==> config.mk <==
export PLATFORM = sky130hd
export DESIGN_NAME = systolic_result_streamer_flat
export DESIGN_NICKNAME = d
export VERILOG_FILES = /design/src/rtl/systolic_result_streamer_pkg.sv /design/src/rtl/systolic_result_streamer_if.sv /design/src/rtl/systolic_result_streamer.sv /design/src/flat_wrapper.sv
export SDC_FILE = /design/constraint.sdc
export NUM_CORES = 1
export LEC_CHECK = 0
export ABC_AREA = 1
export BUFFER_PORTS_ARGS = -buffer_cell sky130_fd_sc_hd__buf_2
export CORE_AREA = 2 2 126 128
export DETAILED_ROUTE_END_ITERATION = 12
export DIE_AREA = 0 0 128 130
export HOLD_SLACK_MARGIN = 0.12
export PLACE_DENSITY = 0.86
export REMOVE_ABC_BUFFERS = 1
export SYNTH_ARGS = -nofsm -noshare
export SYNTH_HDL_FRONTEND = slang
export SYNTH_SLANG_ARGS = --single-unit
==> constraint.sdc <==
create_clock -name clk -period 11.17 [get_ports clk]
set_input_delay 0.5585 -clock clk [delete_from_list [all_inputs] [get_ports clk]]
set_output_delay 0.5585 -clock clk [all_outputs]
set_load 0.01 [all_outputs]
==> src/rtl/systolic_result_streamer_pkg.sv <==
// Shared definitions for the systolic array and its result reader: matrix
// geometry, the reader FSM state type and the flat-bus element slice helper.
package systolic_pkg;
    localparam int MAT_ROWS  = 3;
    localparam int MAT_COLS  = 3;
    localparam int MAT_LEN   = MAT_ROWS * MAT_COLS;
    localparam int DATA_SIZE = 8;
    localparam int ACC_SIZE  = 16;

    typedef enum logic {
        IDLE = 1'b0,
        SEND = 1'b1
    } stream_state_t;

    // MSB bit position of element k on the flat bus; k=0 sits in the top slice.
    function automatic int elem_msb(input int k, input int len, input int width);
        return (len - k) * width - 1;
    endfunction
endpackage

==> src/rtl/systolic_result_streamer_if.sv <==
// Valid/ready element stream carrying one result element plus its row/column
// tags and an end-of-matrix flag.
interface systolic_result_streamer_if #(
    parameter int ACC_SIZE = systolic_pkg::ACC_SIZE
);
    logic [ACC_SIZE-1:0] out_data;
    logic                out_valid;
    logic                out_ready;
    logic                out_last;
    logic [1:0]          out_row;
    logic [1:0]          out_col;

    modport master (
        output out_data, out_valid, out_last, out_row, out_col,
        input  out_ready
    );

    modport slave (
        input  out_data, out_valid, out_last, out_row, out_col,
        output out_ready
    );
endinterface

==> src/rtl/systolic_result_streamer.sv <==
// Snapshots the array result bus on the rising edge of done and drains it
// row-major, one element per valid/ready handshake.
module systolic_result_streamer #(
    parameter int MAT_ROWS = systolic_pkg::MAT_ROWS,
    parameter int MAT_COLS = systolic_pkg::MAT_COLS,
    parameter int MAT_LEN  = systolic_pkg::MAT_LEN,
    parameter int ACC_SIZE = systolic_pkg::ACC_SIZE
) (
    input  logic                         clk,
    input  logic                         reset,
    input  logic                         done_in,
    input  logic [MAT_LEN*ACC_SIZE-1:0]  result_in,
    systolic_result_streamer_if.master   strm,
    output logic                         busy,
    output logic                         overrun,
    input  logic                         clear_overrun
);
    import systolic_pkg::*;

    localparam int K_W = $clog2(MAT_LEN);

    stream_state_t               state_q, state_d;
    logic [K_W-1:0]              k_q, k_d;
    logic [1:0]                  row_q, row_d;
    logic [1:0]                  col_q, col_d;
    logic                        done_q;
    logic [MAT_LEN*ACC_SIZE-1:0] shadow_q, shadow_d;
    logic                        overrun_q, overrun_d;

    logic cap;
    logic hs;
    logic at_last;
    int   sel_msb;

    always_ff @(posedge clk or posedge reset) begin
        if (reset) begin
            state_q   <= IDLE;
            k_q       <= '0;
            row_q     <= '0;
            col_q     <= '0;
            done_q    <= 1'b0;
            shadow_q  <= '0;
            overrun_q <= 1'b0;
        end else begin
            state_q   <= state_d;
            k_q       <= k_d;
            row_q     <= row_d;
            col_q     <= col_d;
            done_q    <= done_in;
            shadow_q  <= shadow_d;
            overrun_q <= overrun_d;
        end
    end

    always_comb begin
        state_d   = state_q;
        k_d       = k_q;
        row_d     = row_q;
        col_d     = col_q;
        shadow_d  = shadow_q;
        overrun_d = overrun_q;

        cap     = done_in & ~done_q;
        hs      = (state_q == SEND) & strm.out_ready;
        at_last = (state_q == SEND) && (row_q == 2'(MAT_ROWS - 1)) && (col_q == 2'(MAT_COLS - 1));

        if (clear_overrun) begin
            overrun_d = 1'b0;
        end

        case (state_q)
            IDLE: begin
                if (cap) begin
                    shadow_d = result_in;
                    k_d      = '0;
                    row_d    = '0;
                    col_d    = '0;
                    state_d  = SEND;
                end
            end
            SEND: begin
                if (hs && at_last) begin
                    // A capture coinciding with the final handshake starts the next matrix with no bubble.
                    k_d   = '0;
                    row_d = '0;
                    col_d = '0;
                    if (cap) begin
                        shadow_d = result_in;
                    end else begin
                        state_d = IDLE;
                    end
                end else begin
                    if (hs) begin
                        k_d = k_q + 1'b1;
                        if (col_q == 2'(MAT_COLS - 1)) begin
                            col_d = '0;
                            row_d = row_q + 2'd1;
                        end else begin
                            col_d = col_q + 2'd1;
                        end
                    end
                    if (cap) begin
                        overrun_d = 1'b1;
                    end
                end
            end
            default: state_d = IDLE;
        endcase
    end

    always_comb begin
        sel_msb        = elem_msb(int'(k_q), MAT_LEN, ACC_SIZE);
        busy           = (state_q == SEND);
        overrun        = overrun_q;
        strm.out_valid = busy;
        strm.out_last  = at_last;
        strm.out_row   = row_q;
        strm.out_col   = col_q;
        strm.out_data  = busy ? shadow_q[sel_msb -: ACC_SIZE] : '0;
    end
endmodule

==> src/flat_wrapper.sv <==
// flat-port wrapper written by rule: the top's interface ports become plain ports
module systolic_result_streamer_flat import systolic_pkg::*;
#(
    parameter int MAT_ROWS = systolic_pkg::MAT_ROWS,
    parameter int MAT_COLS = systolic_pkg::MAT_COLS,
    parameter int MAT_LEN  = systolic_pkg::MAT_LEN,
    parameter int ACC_SIZE = systolic_pkg::ACC_SIZE
)
  (clk, reset, done_in, result_in, busy, overrun, clear_overrun, strm_out_data, strm_out_valid, strm_out_last, strm_out_row, strm_out_col, strm_out_ready);
  systolic_result_streamer_if #(.ACC_SIZE(ACC_SIZE)) strm_i ();
  input  logic clk;
  input  logic reset;
  input  logic done_in;
  input  logic [MAT_LEN*ACC_SIZE-1:0] result_in;
  output logic busy;
  output logic overrun;
  input  logic clear_overrun;
  output wire logic [$bits(strm_i.out_data)-1:0] strm_out_data;
  output wire logic [$bits(strm_i.out_valid)-1:0] strm_out_valid;
  output wire logic [$bits(strm_i.out_last)-1:0] strm_out_last;
  output wire logic [$bits(strm_i.out_row)-1:0] strm_out_row;
  output wire logic [$bits(strm_i.out_col)-1:0] strm_out_col;
  input wire logic [$bits(strm_i.out_ready)-1:0] strm_out_ready;
  assign strm_out_data = strm_i.out_data;
  assign strm_out_valid = strm_i.out_valid;
  assign strm_out_last = strm_i.out_last;
  assign strm_out_row = strm_i.out_row;
  assign strm_out_col = strm_i.out_col;
  assign strm_i.out_ready = strm_out_ready;
  systolic_result_streamer #(.MAT_ROWS(MAT_ROWS), .MAT_COLS(MAT_COLS), .MAT_LEN(MAT_LEN), .ACC_SIZE(ACC_SIZE)) u_core (.clk(clk), .reset(reset), .done_in(done_in), .result_in(result_in), .strm(strm_i), .busy(busy), .overrun(overrun), .clear_overrun(clear_overrun));
endmodule
# Yosys cells after proc, flatten, opt, wreduce, memory -nomap -nowiden

Cells that the tools add are included.

Divide/modulo/power cells: 0
$lt $le $gt $ge: 0
Add/subtract/negate cells: 5
Multiply operators: 0
Mux-type cells: 24
Bitwise gates (word level): 4
Reduce and logical (&&, ||, !) cells: 5
Shifts and indexed selects: 1
Eq/ne operators: 6

Operators by type and width:

| cell                                                                     | count |
|---|---|
| 144-bit two-way mux                                                      | 2 |
| 144-bit one-hot mux with 2 select lines                                  | 1 |
| 159-bit by 32-bit indexed part select with 16-bit output                 | 1 |
| 32-bit by 2-bit subtractor with 32-bit output (second input constant)    | 1 |
| 16-bit two-way mux                                                       | 1 |
| 2-bit two-way mux                                                        | 7 |
| 4-bit two-way mux                                                        | 3 |
| 2-bit one-hot mux with 2 select lines                                    | 2 |
| 4-bit one-hot mux with 2 select lines                                    | 1 |
| 1-bit two-way mux                                                        | 6 |
| 3-bit inequality test (second input constant)                            | 2 |
| 4-bit by 4-bit subtractor with 5-bit output (first input constant)       | 1 |
| 2-bit by 1-bit adder with 2-bit output (second input constant)           | 2 |
| 4-bit by 1-bit adder with 4-bit output (second input constant)           | 1 |
| 2-bit == test (second input constant)                                    | 2 |
| 1-bit logical AND                                                        | 3 |
| 3-bit AND reduction                                                      | 1 |
| 1-bit AND                                                                | 2 |
| 2-bit by 1-bit inequality test with 1-bit output (second input constant) | 1 |
| 2-bit inequality test (second input constant)                            | 1 |
| 1-bit NOT                                                                | 2 |
| 1-bit one-hot mux with 2 select lines                                    | 1 |
| 2-bit AND reduction                                                      | 1 |

Output and inout port bits: 24
Logic and storage cells: 52
Input bits: 149
Memories: 0
Bits in read-only memories: 0
Bits in registers: 155
Bits in latches: 0
Bits in writable memories: 0

# Depth between registers and ports, before layout

Gate-level depths: netlist of the first run.

Depth in word-level cells: 6
Mapped depth: 12

# Least setup slack after synthesis of the first run

OpenSTA, ideal clock, no wires.

Path kind: register to output
Start point: register u_core.k_q[1]
End point: output strm_out_data[14]
Arrival time: 1.709 ns
Cell stages (with the launch flop): 11
Data required time: 10.612 ns
Setup slack: 8.903 ns
Cell sequence: dfrtp_1 > inv_1 > ha_1 > inv_1 > nand2_1 > nand2_1 > inv_1 > buf_2 > nand3_1 > nand3_1 > a21oi_1

Cells in the longest elaborated chain, start to end: 4

RTL lines:

| what                                                     | line                               | RTL |
|---|---|---|
| start: declaration                                       | systolic_result_streamer.sv:23     | `logic [K_W-1:0] k_q, k_d;` |
| start signal: assignment                                 | systolic_result_streamer.sv:46     | `k_q <= k_d;` |
| 4-bit by 4-bit subtractor with 5-bit output              | systolic_result_streamer_pkg.sv:17 | `return (len - k) * width - 1;` |
| 32-bit by 2-bit subtractor with 32-bit output            | systolic_result_streamer_pkg.sv:17 |  |
| 159-bit by 32-bit indexed part select with 16-bit output | systolic_result_streamer.sv:119    | `strm.out_data = busy ? shadow_q[sel_msb -: ACC_SIZE] : '0;` |
| 16-bit two-way mux                                       | systolic_result_streamer.sv:119    |  |
| end: declaration                                         | flat_wrapper.sv:18                 | `output wire logic [$bits(strm_i.out_data)-1:0] strm_out_data;` |

Every way passes these cells.

# Final worst setup path of the first run

Start point: register u_core.k_q[0]
End point: output strm_out_data[3]

The elaborated chain is that of the path after synthesis.

==> flow_metrics.tcl, run 1 <==
set metrics [dict create \
    power.leakage_nw 5.220 \
    relSlewSlack 0.2415 \
    grt_antenna_before_repair 0 \
    grt_overflow 0 \
    reg2reg_depth 9 \
    ys_top_cells_by_count "232 x nand2_1, 155 x dfrtp_1, 147 x inv_1, 137 x nor2_1, 134 x nand3_1" \
    avgRoutedWirePerCell_um 14.46 \
    syn_area_per_cell_um2 7.845 \
    critical_path_class "reg -> out" \
    synth_top_area_frac 0.4718 \
    synth_seq_area_share 0.4718 \
    rows 46 \
    timing.hold.ws_ns 0.2497 \
    grt_pass1_wl_um 31850 \
    max_freq_ghz 0.2608 \
    maxUsedRoutingLayer "met4" \
    synth_flop_cell "dfrtp_1" \
    status "finished clean" \
    drv_cap 0 \
    wl_um 20060 \
    layout-drive-gt1-share 0.2550 \
    cts_sinks 155 \
    area_delta_synth_final_pct 16.63 \
    ys_async_sr_fraction 1.000 \
    core_area_um2 15420 \
    synth_cell_types 28 \
    fp.dieW_um 128 \
    hold_viol 0 \
    critPathArrivalTime_ns 3.28 \
    synth-edff-count 0 \
    grt.total_usage 0.2431 \
    cp-start-kind "register" \
    io_pins 173 \
    postCtsSetupRepairBufs 0 \
    clock_skew_ns 0.005173 \
    rsz0062_at_grt "no" \
    syn-cell-area_um2 8222 \
    port_buffers 172 \
    power.density_nw_per_um2 304.1 \
    place_hpwl_um 12680 \
    postCtsHoldBufs 0 \
    clkTransAtPathRegs_ns 0.06 \
    drt-initial-drc-count 515 \
    required_ns 10.61 \
    drv_slew 0 \
    grt_max_degree 177 \
    finalSetupTns_ns 0 \
    via_per_inst 5.086 \
    cts_buffer_depth 2 \
    synth_area_leaders "dfrtp_1 47%, nand2_1 11%, nand3_1 8.2%" \
    cts_buffers 17 \
    h-tree-depth 4 \
    dr_wl_met2_um 9622 \
    synth_largest_area_cell "dfrtp_1" \
    synthCells 1048 \
    met3_length_um 1124 \
    grt_pass1_vias 6710 \
    period_share 0.3433 \
    drt_pass1_iterations 5 \
    antenna_cells 0 \
    tightestPinTransition_ns 1.138 \
    cts_tree "built" \
    die_h_um 130 \
    worst_skew_pair.late_latency_ns 0.42 \
    drc 0 \
    synth_warnings 0 \
    place_congestion 0.8092 \
    synth_most_common_cell "nand2_1" \
    min_path_type "in -> async" \
    setup-violations-final 0 \
    initial_core_util 0.5330 \
    die_area_um2 16640 \
    final_nets 1338 \
    num_vias 7060 \
    clockRootBuffer "clkbuf_16" \
    wirelength_met1_um 8819 \
    drtAntennaViolNets 0 \
    crit_path_end_kind "primary output" \
    synth-seq-cells 155 \
    cts_resized 0 \
    vdd_ir_drop_max_v 0.0002032 \
    period_needed_ns 3.834 \
    critPathMaxFanout 71 \
]
==> flip-flops by register name (all words and copies together) (netlist names) <==
signal / cells
u_core.k_q: 4
u_core.shadow_q: 144
u_core.strm.out_col: 2
u_core.busy: 1
u_core.strm.out_row: 2
u_core.done_q: 1
u_core.overrun: 1
==> metal layers <==
metal,GRT usage,up-vias
met5,0,-
met2,0.4020,237
met4,0.09955,0
met3,0.04428,43
li1,-,3526
met1,0.3191,3254
==> cell usage in the layout (no fill, tap or decap) <==
cell        synthesis  routed
a21oi_1            68      68
a21oi_2            76      76
a22oi_1             1       1
buf_2              20     172
buf_4               7       7
bufinv_16           0       5
clkbuf_1           11       1
clkbuf_16           0      17
clkbuf_8            0       3
clkinv_2            0       3
clkinv_4            0       2
clkinvlp_4          0       1
dfrtp_1           155     154
dfrtp_2             0       1
ha_1                6       5
ha_2                0       1
inv_1             147     146
inv_2               6       6
inv_6               0       1
nand2_1           232     232
nand2_2             3       3
nand2_8             0       1
nand3_1           134     134
nand4_1             2       2
nor2_1            137     137
nor2_2              1       1
nor2_4              2       2
nor3_1              1       1
o21ai_0             7       7
o21ai_1             1       1
o21ai_2             1       1
o21ai_4             1       1
o22ai_1             2       2
or2_2               1       1
==> layout make-up <==
type | count | area [µm²]
fill | 1381 | 5836
sequential | 155 | 3880
multi-input combinational | 677 | 3316
timing repair buffer | 179 | 913.4
inverter | 153 | 579.3
clock buffer | 21 | 470.5
tap | 192 | 240.2
clock inverter | 11 | 190.2
==> where the power goes <==
group,total [mW],leakage (nW),switching [mW],internal [mW]
clock network,0.644,0.323,0.229,0.414
registers,0.854,1.58,0.0761,0.778
logic,1.42,3.32,0.945,0.473
total,2.92,5.22,1.25,1.67
==> final timing paths <==
check	to	slack, ns	from
max	strm_out_data[3]	7.34	u_core.k_q[0]
min	u_core.shadow_q[0]	0.25	reset
max reg2reg	u_core.shadow_q[77]	7.83	u_core.strm.out_row[0]
min reg2reg	u_core.shadow_q[129]	0.47	u_core.shadow_q[129]
max in group asynchronous	u_core.k_q[0]	9.39	reset
min in group clk	u_core.done_q	0.27	done_in
==> per-stage QoR <==
step                utilization  instances  setup WS (ns)  power (mW)  cell area, µm²
global route             0.6217       1388          7.041       3.133            9589
floorplan                     -        985          6.433       1.815            7757
finish                   0.6217       1388          7.336       2.916            9589
CTS                      0.6217       1388          7.304       2.924            9589
detailed placement       0.5788       1356          7.690       2.268            8929
global placement         0.5788       1356          7.744       2.220            8929
==> critical path, cell delays in order (launching register included) <==
cell and delay (ns):
dfrtp_2 0.34, buf_4 0.62, ha_2 0.33, inv_2 0.27, nor2_1 0.17, nand3_1 0.14
nor2_4 0.39, nand2_1 0.10, nand2_1 0.07, nand2_1 0.06, a21oi_1 0.18, buf_2 0.16
==> cells by family (layout without fill, tap and decap cells) <==
logic type / count (synthesis) / in the layout / synth area share
compound gates: 157 / 157 / 0.1327
fa+ha+maj: 6 / 6 / 0.009131
buf+inv: 216 / 364 / 0.1263
flops: 155 / 155 / 0.4718
simple gates: 514 / 514 / 0.2601
Power figures use the tool's default switching activity.
==> run 2: changes to the inputs <==
CORE_AREA = 2 2 132 134   (was 2 2 126 128)
DIE_AREA = 0 0 134 136   (was 0 0 128 130)
PLACE_DENSITY = 0.83   (was 0.86)
clock period = 3.4 ns   (was 11.17 ns; I/O delays follow)
==> run 2 against run 1 <==
Clock skew increased by 0.0037 ns; combinational power rose to 3.5 times the previous value; first-iteration DRC count grew 49%; total power increased to 3.3 times the previous value; clock-buffer cell count is the same; die area up 9.5%; clock power increased to 3.0 times the previous value; global-route usage grew 2.8 points; cell count increased by 14%; via count increased by 14%; non-clock buffer count up 158; flip-flop and latch count did not move; critical path type unchanged.
==> flow_metrics.tcl, run 2 (synthesized netlist as in run 1, its figures left out) <==
set metrics [dict create \
    place_hpwl_um 13410 \
    hold_viol 0 \
    grt_max_degree 95 \
    relSlewSlack 0.4483 \
    multi_input_area_um2 3316 \
    fp.dieW_um 134 \
    cts_buffers 17 \
    largest_reg_flops 144 \
    critical_path_class "reg -> out" \
    port_buffers 172 \
    regMostFlops "u_core.shadow_q" \
    dpl.cell_count 1399 \
    reg2reg_depth 10 \
    required_ns 3.23 \
    area_delta_synth_final_pct 35.63 \
    power.share.clock 0.199 \
    critPathArrivalTime_ns 2.93 \
    final_common_cell "nand2_1" \
    clockRootBuffer "clkbuf_16" \
    io_pins 173 \
    switching_share 0.4397 \
    place_congestion 0.8324 \
    instances_no_fill 1580 \
    h-tree-depth 4 \
    status "finished clean" \
    seqCellArea_um2 3880 \
    cts_buffer_depth 2 \
    via_per_inst 5.090 \
    final_nets 1496 \
    p_int_mw 5.429 \
    clock_skew_ns 0.008834 \
    worst_skew_pair.late_latency_ns 0.43 \
    max_stage_delay_ns 0.44 \
    grt_overflow 0 \
    crit_path_frequent_cell "inv_1" \
    drv_slew 0 \
    worstHoldPathCells 2 \
    post-route-util 0.6607 \
    core_area_um2 16880 \
    drv_cap 0 \
    initial_core_util 0.4872 \
    power.leakage_nw 5.841 \
    setup-violations-final 0 \
    postCtsHoldBufs 148 \
    timing.hold.ws_ns 0.3918 \
    wl_um 24100 \
    top_regs "u_core.shadow_q: 144 flops, u_core.k_q: 4 flops" \
    crit_slowest_cell "inv_1" \
    grt_antenna_before_repair 0 \
    num_vias 8042 \
    layout-drive-gt1-share 0.2306 \
    cts_resized 0 \
    max_freq_ghz 0.3231 \
    postCtsSetupRepairBufs 0 \
    die_area_um2 18220 \
    fill_cells 1271 \
    power_frac_comb 0.509 \
    seqPwrFrac 0.292 \
    die_h_um 136 \
    period_share 0.9104 \
    tightestPinTransition_ns 0.8275 \
    grt_pass1_wl_um 38660 \
    min_path_type "in -> reg" \
    avgRoutedWirePerCell_um 15.25 \
    grt.total_usage 0.2714 \
    cts_sinks 155 \
    period_needed_ns 3.095 \
    cp-start-kind "register" \
    rsz0062_at_grt "no" \
    cts_tree "built" \
    drt_pass1_iterations 6 \
    grt_pass1_vias 8065 \
    critPathMaxFanout 17 \
    critical_path.cell_chain "inv_1 > ha_1 > inv_1 > nand2_1 > nand2_1 > buf_4 > inv_1 > nand3_1 > nand3_1 > a21oi_1 > buf_2" \
    drt-initial-drc-count 769 \
    power.density_nw_per_um2 869.0 \
    vdd_ir_drop_max_v 0.0006942 \
    drtAntennaViolNets 0 \
    rows 48 \
    mostFrequentLayoutCells "232 x nand2_1, 172 x buf_2, 154 x dfrtp_1, 148 x dlygate4sd3_1, 146 x inv_1" \
    drc 0 \
    p_switching_mw 4.261 \
    crit_path_end_kind "primary output" \
    clkTransAtPathRegs_ns 0.06 \
]
[run 2: changes by cell type in the layout (fill, tap and decap cells not counted)]
cell	before	now
diode_2	0	2
bufinv_16	5	3
clkinv_2	3	0
clkbuf_1	1	3
clkbuf_8	3	1
dlygate4sd3_1	0	148
clkinvlp_4	1	6
buf_12	0	2
buf_4	7	15
clkinv_4	2	1
[run 2: critical path, delay by kind of cell, from the launching register on]
family,cells,cell delay (ns)
AO/OA/AOI/OAI,1,0.26
adder cells (fa/ha/maj),1,0.34
buffers and inverters,5,1.09
flip-flops,1,0.39
AND/OR/NAND/NOR,4,0.43
[run 2: path summary, 6_finish.rpt]
check	from	end	slack, ns
hold reg to reg	u_core.shadow_q[139]	u_core.shadow_q[139]	0.48
hold / removal	done_in	u_core.done_q	0.39
min in group asynchronous	reset	u_core.shadow_q[132]	0.42
max in group asynchronous	reset	u_core.shadow_q[89]	2.05
setup reg to reg	u_core.strm.out_row[0]	u_core.shadow_q[113]	0.82
setup / recovery	u_core.k_q[1]	strm_out_data[0]	0.30
[run 2: routing by layer]
| metal | part of all wire | vias up | global-route usage |
|---|---|---|---|
| met5 | 0 | - | 0 |
| met4 | 0.045 | 0 | 0.1466 |
| met3 | 0.056 | 93 | 0.04661 |
| met2 | 0.49 | 370 | 0.4652 |
| met1 | 0.41 | 3730 | 0.3274 |
| li1 | - | 3849 | - |
[run 2: final cells by class]
class,instances,area share
antenna,2,0.0004488
tap,225,0.02525
multi-input combinational,677,0.2974
inverter,153,0.05195
clock buffer,21,0.04039
sequential,155,0.3480
timing repair buffer,337,0.2237
clock inverter,10,0.01290
[run 2: stage by stage]
step	area (µm²)	power, mW	TNS (ns)	setup slack, ns
floorplan	7757	5.962	-149.84	-0.9482
CTS	11150	9.567	0	0.3441
finish	11150	9.690	0	0.3047
detailed placement	9070	7.499	0	0.8513
global route	11150	10.34	0	0.1852
global placement	9070	7.381	0	0.9298
[run 2: power by group through the flow]
stage / sequential [mW] / combinational, mW / clock (mW)
final: 2.83 / 4.93 / 1.93
after global routing: 2.88 / 5.43 / 2.03
after CTS: 2.80 / 4.82 / 1.94
after detailed placement: 2.83 / 4.67 / 0
after global placement: 2.80 / 4.58 / 0
after floorplan: 2.86 / 3.10 / 0
